## src/rtl/bss_pkg.sv

```systemverilog
// ============================================================================
// Module : bss_pkg
// Brief  : Shared types and constants for the bit-serial subtractor.
// Rev    : 1.0  initial release
// ============================================================================
`default_nettype none

package bss_pkg;

    localparam int BSS_WIDTH_DEFAULT = 8;

    typedef enum logic [1:0] {
        IDLE  = 2'd0,
        SHIFT = 2'd1,
        DONE  = 2'd2
    } bss_state_t;

endpackage

`default_nettype wire

```

## src/rtl/full_subtractor.sv

```systemverilog
// ============================================================================
// Module : full_subtractor
// Brief  : One-bit combinational full-subtractor cell (x - y - bin).
// Rev    : 1.0  initial release
// ============================================================================
`default_nettype none

module full_subtractor (
    input  logic i_x,
    input  logic i_y,
    input  logic i_bin,
    output logic o_d,
    output logic o_bout
);

    assign o_d    = i_x ^ i_y ^ i_bin;
    assign o_bout = (~i_x & i_y) | (~(i_x ^ i_y) & i_bin);

endmodule

`default_nettype wire

```

## src/rtl/bit_serial_subtractor.sv

```systemverilog
// ============================================================================
// Module : bit_serial_subtractor
// Brief  : LSB-first serial a - b, one bit per clock through a single cell.
//          Optional signed-overflow output enabled by macro BSS_OVF_EN.
// Rev    : 1.0  initial release
// ============================================================================
`default_nettype none

module bit_serial_subtractor
    import bss_pkg::*;
#(
    parameter int WIDTH = BSS_WIDTH_DEFAULT
) (
    input  logic             clk,
    input  logic             rst_n,
    input  logic             i_start,
    input  logic [WIDTH-1:0] i_a,
    input  logic [WIDTH-1:0] i_b,
    output logic             o_busy,
    output logic             o_done,
    output logic [WIDTH-1:0] o_diff,
`ifdef BSS_OVF_EN
    output logic             o_ovf,
`endif
    output logic             o_borrow
);

    localparam int              CW     = $clog2(WIDTH);
    localparam logic [CW-1:0]   C_LAST = CW'(WIDTH - 1);

    bss_state_t       r_state;
    logic [WIDTH-1:0] r_a_sr;
    logic [WIDTH-1:0] r_b_sr;
    logic [WIDTH-1:0] r_res;
    logic [CW-1:0]    r_cnt;
    logic             r_bff;
    logic             r_borrow;
`ifdef BSS_OVF_EN
    logic             r_a_msb;
    logic             r_b_msb;
    logic             r_ovf;
`endif

    logic w_d;
    logic w_bout;

    full_subtractor u_cell (
        .i_x    (r_a_sr[0]),
        .i_y    (r_b_sr[0]),
        .i_bin  (r_bff),
        .o_d    (w_d),
        .o_bout (w_bout)
    );

    // Result register is shifted in place, so diff stays stable until the
    // first shift of the next operation.
    always_ff @(posedge clk or negedge rst_n) begin
        if (!rst_n) begin
            r_state  <= IDLE;
            r_a_sr   <= '0;
            r_b_sr   <= '0;
            r_res    <= '0;
            r_cnt    <= '0;
            r_bff    <= 1'b0;
            r_borrow <= 1'b0;
`ifdef BSS_OVF_EN
            r_a_msb  <= 1'b0;
            r_b_msb  <= 1'b0;
            r_ovf    <= 1'b0;
`endif
        end else begin
            case (r_state)
                IDLE, DONE: begin
                    if (i_start) begin
                        r_a_sr  <= i_a;
                        r_b_sr  <= i_b;
                        r_cnt   <= '0;
                        r_bff   <= 1'b0;
`ifdef BSS_OVF_EN
                        r_a_msb <= i_a[WIDTH-1];
                        r_b_msb <= i_b[WIDTH-1];
`endif
                        r_state <= SHIFT;
                    end else begin
                        r_state <= IDLE;
                    end
                end
                SHIFT: begin
                    r_res  <= {w_d, r_res[WIDTH-1:1]};
                    r_a_sr <= {1'b0, r_a_sr[WIDTH-1:1]};
                    r_b_sr <= {1'b0, r_b_sr[WIDTH-1:1]};
                    r_bff  <= w_bout;
                    if (r_cnt == C_LAST) begin
                        r_cnt    <= '0;
                        r_borrow <= w_bout;
`ifdef BSS_OVF_EN
                        // w_d is the MSB of the difference on this last bit.
                        r_ovf    <= (r_a_msb ^ r_b_msb) & (w_d ^ r_a_msb);
`endif
                        r_state  <= DONE;
                    end else begin
                        r_cnt <= r_cnt + 1'b1;
                    end
                end
                default: r_state <= IDLE;
            endcase
        end
    end

    assign o_busy   = (r_state == SHIFT);
    assign o_done   = (r_state == DONE);
    assign o_diff   = r_res;
    assign o_borrow = r_borrow;
`ifdef BSS_OVF_EN
    assign o_ovf    = r_ovf;
`endif

endmodule

`default_nettype wire

```

## config.mk

```make
export PLATFORM = sky130hd
export DESIGN_NAME = bit_serial_subtractor
export DESIGN_NICKNAME = d
export VERILOG_FILES = /design/src/rtl/bss_pkg.sv /design/src/rtl/full_subtractor.sv /design/src/rtl/bit_serial_subtractor.sv
export SDC_FILE = /design/constraint.sdc
export NUM_CORES = 1
export LEC_CHECK = 0
export CAP_MARGIN = 20
export CORE_ASPECT_RATIO = 1.25
export CORE_UTILIZATION = 40
export CTS_BUF_LIST = sky130_fd_sc_hd__clkbuf_4 sky130_fd_sc_hd__clkbuf_8
export DETAILED_ROUTE_END_ITERATION = 10
export HOLD_SLACK_MARGIN = 0.1
export MAX_ROUTING_LAYER = met4
export SLEW_MARGIN = 30
export SYNTH_ARGS = -nofsm -noshare
export SYNTH_HDL_FRONTEND = slang
export SYNTH_SLANG_ARGS = --single-unit
```

## constraint.sdc

```tcl
create_clock -name clk -period 2.6 [get_ports clk]
set_input_delay 0.78 -clock clk [delete_from_list [all_inputs] [get_ports clk]]
set_output_delay 0.78 -clock clk [all_outputs]
set_load 0.05 [all_outputs]
```

* Word-level counts from Yosys, hierarchy flattened *
Cells that the tools add are included.

storage, ports and cells
  register bits after elaboration = 31
  input bits = 19
  output and inout port bits = 11
  logic and storage cells = 37

operators by class
  add/subtract/negate cells = 1
  eq/ne operators = 5
  muxes and demuxes = 12
  bitwise gates (word level) = 7
  reduce and logical (&&, ||, !) cells = 5

operator list
  cell                                                    number
  one-hot mux 8 bit (2 select lines)                      2
  two-way mux 8 bit                                       2
  two-way mux 3 bit                                       2
  one-hot mux 3 bit (2 select lines)                      1
  one-hot mux 2 bit (2 select lines)                      1
  AND reduction 2 bit                                     2
  adder 3 x 1 -> 3 bit (second input constant)            1
  equality test 3 bit (second input constant)             1
  bitwise AND 1 bit                                       2
  equality test 2 x 1 -> 1 bit (second input constant)    1
  equality test 2 bit (second input constant)             1
  zero test 2 bit                                         1
  two-way mux 1 bit                                       2
  two-way mux 2 bit                                       1
  inequality test 2 x 1 -> 1 bit (second input constant)  1
  inequality test 2 bit (second input constant)           1
  NOT 1 bit                                               2
  one-hot mux 1 bit (2 select lines)                      1
  nonzero test 2 bit                                      1
  OR reduction 2 bit                                      1
  XOR 1 bit                                               2
  bitwise OR 1 bit                                        1

* Logic depth before layout (Yosys ltp) *
  depth after elaboration = 5
  gate-level depth with buffers = 7

* Modules after synthesis *
From an unflattened synthesis, not the netlist that was laid out.

second synthesis, totals
  cell total of the unflattened synthesis = 146
  area total of the unflattened synthesis = 1511.4 µm²

by module, submodules not included
  module                 instances  cells each  area each (µm²)  seq. area each (µm²)
  bit_serial_subtractor  1          142         1480.2           775.7
  full_subtractor        1          4           31.3             0.0

* Worst setup path after synthesis *
Ideal clock, no wire load.

  path type = register -> output
  from = register r_state[1]
  to = output port o_done
  arrival = 1.429 ns
  required time = 1.820 ns
  path slack = 0.391 ns
  cell stages (with the launch flop) = 4
  path buffers = 2
  cell sequence = dfrtp_1 -> buf_6 -> buf_2 -> nor2b_1

between the ends
  cells in the longest elaborated chain, start to end = 1

RTL lines
  element                 RTL line                      source
  from (decl)             bit_serial_subtractor.sv:31   bss_state_t r_state;
  from (signal assigned)  bit_serial_subtractor.sv:59   r_state <= IDLE;
  from (signal assigned)  bit_serial_subtractor.sv:83   r_state <= SHIFT;
  from (signal assigned)  bit_serial_subtractor.sv:85   r_state <= IDLE;
  equality test 2 bit     bit_serial_subtractor.sv:111  assign o_done = (r_state == DONE);
  to (decl)               bit_serial_subtractor.sv:20   output logic o_done,

Every way passes these cells.

* Final worst setup path *
  from = register r_res[6], in the netlist o_diff[6]
  to = output port o_diff[6]

RTL lines
  element                 RTL line                     source
  from (decl)             bit_serial_subtractor.sv:34  logic [WIDTH-1:0] r_res;
  from (signal assigned)  bit_serial_subtractor.sv:89  r_res <= {w_d, r_res[WIDTH-1:1]};
  to (decl)               bit_serial_subtractor.sv:21  output logic [WIDTH-1:0] o_diff,

No word-level cell between the ends.

==> impl_results.md <==
- Total power draw: between 2 and 2.5 mW
- Die W: 57.1 um
- R2R Setup Slk: about 1100 ps
- Hold Path Origin: o_diff[0]
- Peak supply drop: roughly 0.44 mV
- Via count: 1,141
- Setup slack at placement: about 550 ps
- Fin cells: around 220
- Hold EP: o_diff[0]
- RR Endpoint: r_b_sr[4]
- Vias in the first global route: 1,147
- Clk buf depth: 2
- Site Rows: 24
- Critical path class: reg -> out
- Most common cell after layout, fill and taps aside: dfrtp_1
- WP buf/inv: 1
- Relative slew slack: 66.9%
- Post-synthesis sequential area ratio: 51.1%
- Commonest cells after routing, fill and taps aside: 31 x dfrtp_1, 27 x nand2_1, 27 x clkdlybuf4s50_1
- Core area: about 3500 um2
- Delay-heaviest family, CP: buffers and inverters
- FILL cells: between 300 and 400
- Postcts setup bufs: 0
- Max cap viols: 0
- Initial Utilization: 42.8%
- Final period demand of the worst path: 2230 ps
- Vias per Instance: 5.23
- Period utilisation layout: roughly 86%
- CP Capture Type: output port
- RSZ-0062 raised after global routing: false
- Outcome: complete, but fails checks
- Share of layout cells above drive strength 1: about a tenth
- Pleak: about 0.84 nW
- Setup Skew: ~5.3 ps
- Die H: ~71 um
- Hold path depth: 2
- CTS Buf Count: 5
- Antenna fix cells: 0
- FF+latch count, synth: 31
- Reg clk slew, reported paths: ~60 ps
- Post-cts hold buffer count: 0
- CP Launch Type: flip-flop
- Placer Congestion: between 0.7 and 0.8
- Port bufs: 29
- FF-to-FF path depth: 4
- H-tree depth: 2
- Final setup margin: 368 ps
- Register area: roughly 780 um2
- Synth Instances: 148
- Antenna viol nets, final: 0
- DRC violation total after the first TritonRoute iteration: between 60 and 70
- CTS sink cnt: 31
- Critical-path cell list: clkdlybuf4s50_1
- Final Max Slew Viols: 0
- CP required: 1820 ps
- Yosys Warn Count: 0
- Worst-margin pin slew: 494 ps
- Placed insts: roughly 210
- Synthesized area: about 1500 um2
- CP peak stage delay: 810 ps
- I/O pin total: 30
- Final setup violation count: 0
- Hold Path Class: reg -> reg
- Initial antenna violation count: 0
- Global-route usage over all layers: 16.5%
- Skew-Pair Late Insertion Delay: 280 ps
- Fmax: 448 MHz
- Net Count, Synth: between 150 and 200
- Router iterations before antenna repair: 7
- DR DRC count: 12
- Post-synth cell types: 29
- Global-route wire length before repair: between 5 and 6 mm
- # nets final: 201
- Root buffer cell: clkbuf_8
- Footprint of the multi-input gates: between 600 and 700 um2
- Crit path arrival time: between 1000 and 1500 ps
- Worst reg2reg startpoint: r_state[0]
- Setup TNS Final: 0 ps
- Critical path's slowest cell: clkdlybuf4s50_1
- PostCTS Resize Cnt: 0
- Post-DR wirelength/cell: roughly 13 um
- Pwr Density: approximately 1200 nW/um2
- Total grt overflow: 0
- Largest net degree at the start of global routing: 32
- CTS tree: built
- Failing checks: DRC
- Final WL: ~2.8 mm
- Syn avg cell area: between 10 and 15 um2
- Endpoints failing hold: 0
- Worst Path Max Fanout: 3
- Area grow syn2layout: 27.0%
- Estimated wirelength of the detail-placed design: approximately 2 mm
- DIE AREA: slightly above 4000 um2
[kinds of logic (layout without fill, tap and decap cells)]
logic type               Yosys count  in the layout  share of synthesized area (%)
AO/OA/AOI/OAI                     33             33                           13.9
multiplexers                      14             14                           9.40
AND/OR/NAND/NOR                   53             53                           16.7
flip-flops                        31             31                           51.1
adder cells (fa/ha/maj)            3              3                           2.97
buffers and inverters             14             45                           6.02
[registers in the layout, indices dropped and copies added, names as in the netlist]
name      cells
r_b_sr        8
r_state       2
o_diff        8
r_a_sr        8
r_bff         1
r_cnt         3
o_borrow      1
[cells in the mapped netlist]
library cell	instances	area, um2
dfrtp_1	31	776
nand2_1	27	101
mux2i_1	12	120
nor2b_1	11	68.8
a211oi_1	10	75.1
a21oi_1	10	50.1
nand3_1	4	20.0
nor2_1	4	15.0
o21ai_0	4	20.0
a22o_1	3	26.3
buf_4	3	22.5
buf_6	3	33.8
inv_1	3	11.3
o22ai_1	3	18.8
buf_2	2	10.0
ha_1	2	25.0
mux2_2	2	22.5
nand2b_1	2	12.5
nor3_1	2	10.0
a22oi_1	1	7.51
and2b_1	1	7.51
buf_1	1	3.75
clkbuf_1	1	3.75
fa_1	1	20.0
inv_4	1	6.26
nand3b_1	1	7.51
nor3_2	1	10.0
o21ai_1	1	5.00
o31ai_1	1	7.51
[worst reg2reg max path: stages, from the launching register on]
cell	delay (ps)
dfrtp_1	560
buf_4	320
and2b_1	260
a22oi_1	150
nand2_1	70
[where the power goes]
| group | leakage [nW] | switching, mW | internal (mW) |
|---|---|---|---|
| clock network | 0.0470 | 0.166 | 0.207 |
| registers | 0.379 | 0.178 | 0.710 |
| logic | 0.412 | 0.640 | 0.478 |
[final cells by class]
type	count	share of cell area (%)
clock buffer	6	4.28
clock inverter	1	0.260
inverter	4	0.909
multi-input combinational	103	33.7
sequential	31	40.2
tap	39	2.53
timing repair buffer	34	18.0
[metal layers]
| metal | part of all wire [%] | GRT usage (%) | up-vias | routed length (um) |
|---|---|---|---|---|
| met4 | 0.88 | 4.88 | 0 | 25 |
| met1 | 43 | 19.2 | 536 | 1220 |
| met2 | 51 | 27.5 | 32 | 1460 |
| li1 | - | - | 569 | - |
| met3 | 5.0 | 5.12 | 4 | 143 |
| met5 | 0 | - | - | 0 |
[worst max-delay path by stage]
stage               cells past startpoint        from        end  slack, ps
CTS                                     1   o_diff[6]  o_diff[6]        350
global placement                        5     i_start  r_b_sr[1]        590
global route                            1   o_diff[6]  o_diff[6]        310
finish                                  1   o_diff[6]  o_diff[6]        370
detailed placement                      5     i_start  r_b_sr[2]        550
floorplan                               3  r_state[1]     o_done        390
[per-stage QoR]
stage,util (%),hold slack [ps],cell area (um2)
2_1_floorplan,-,458,1520
3_3_place_gp,51.9,464,1840
3_5_place_dp,51.9,461,1840
4_1_cts,54.4,477,1930
5_1_grt,54.4,529,1930
6_report,54.4,472,1930
Note: power is estimated with default switching activity, not from simulation.
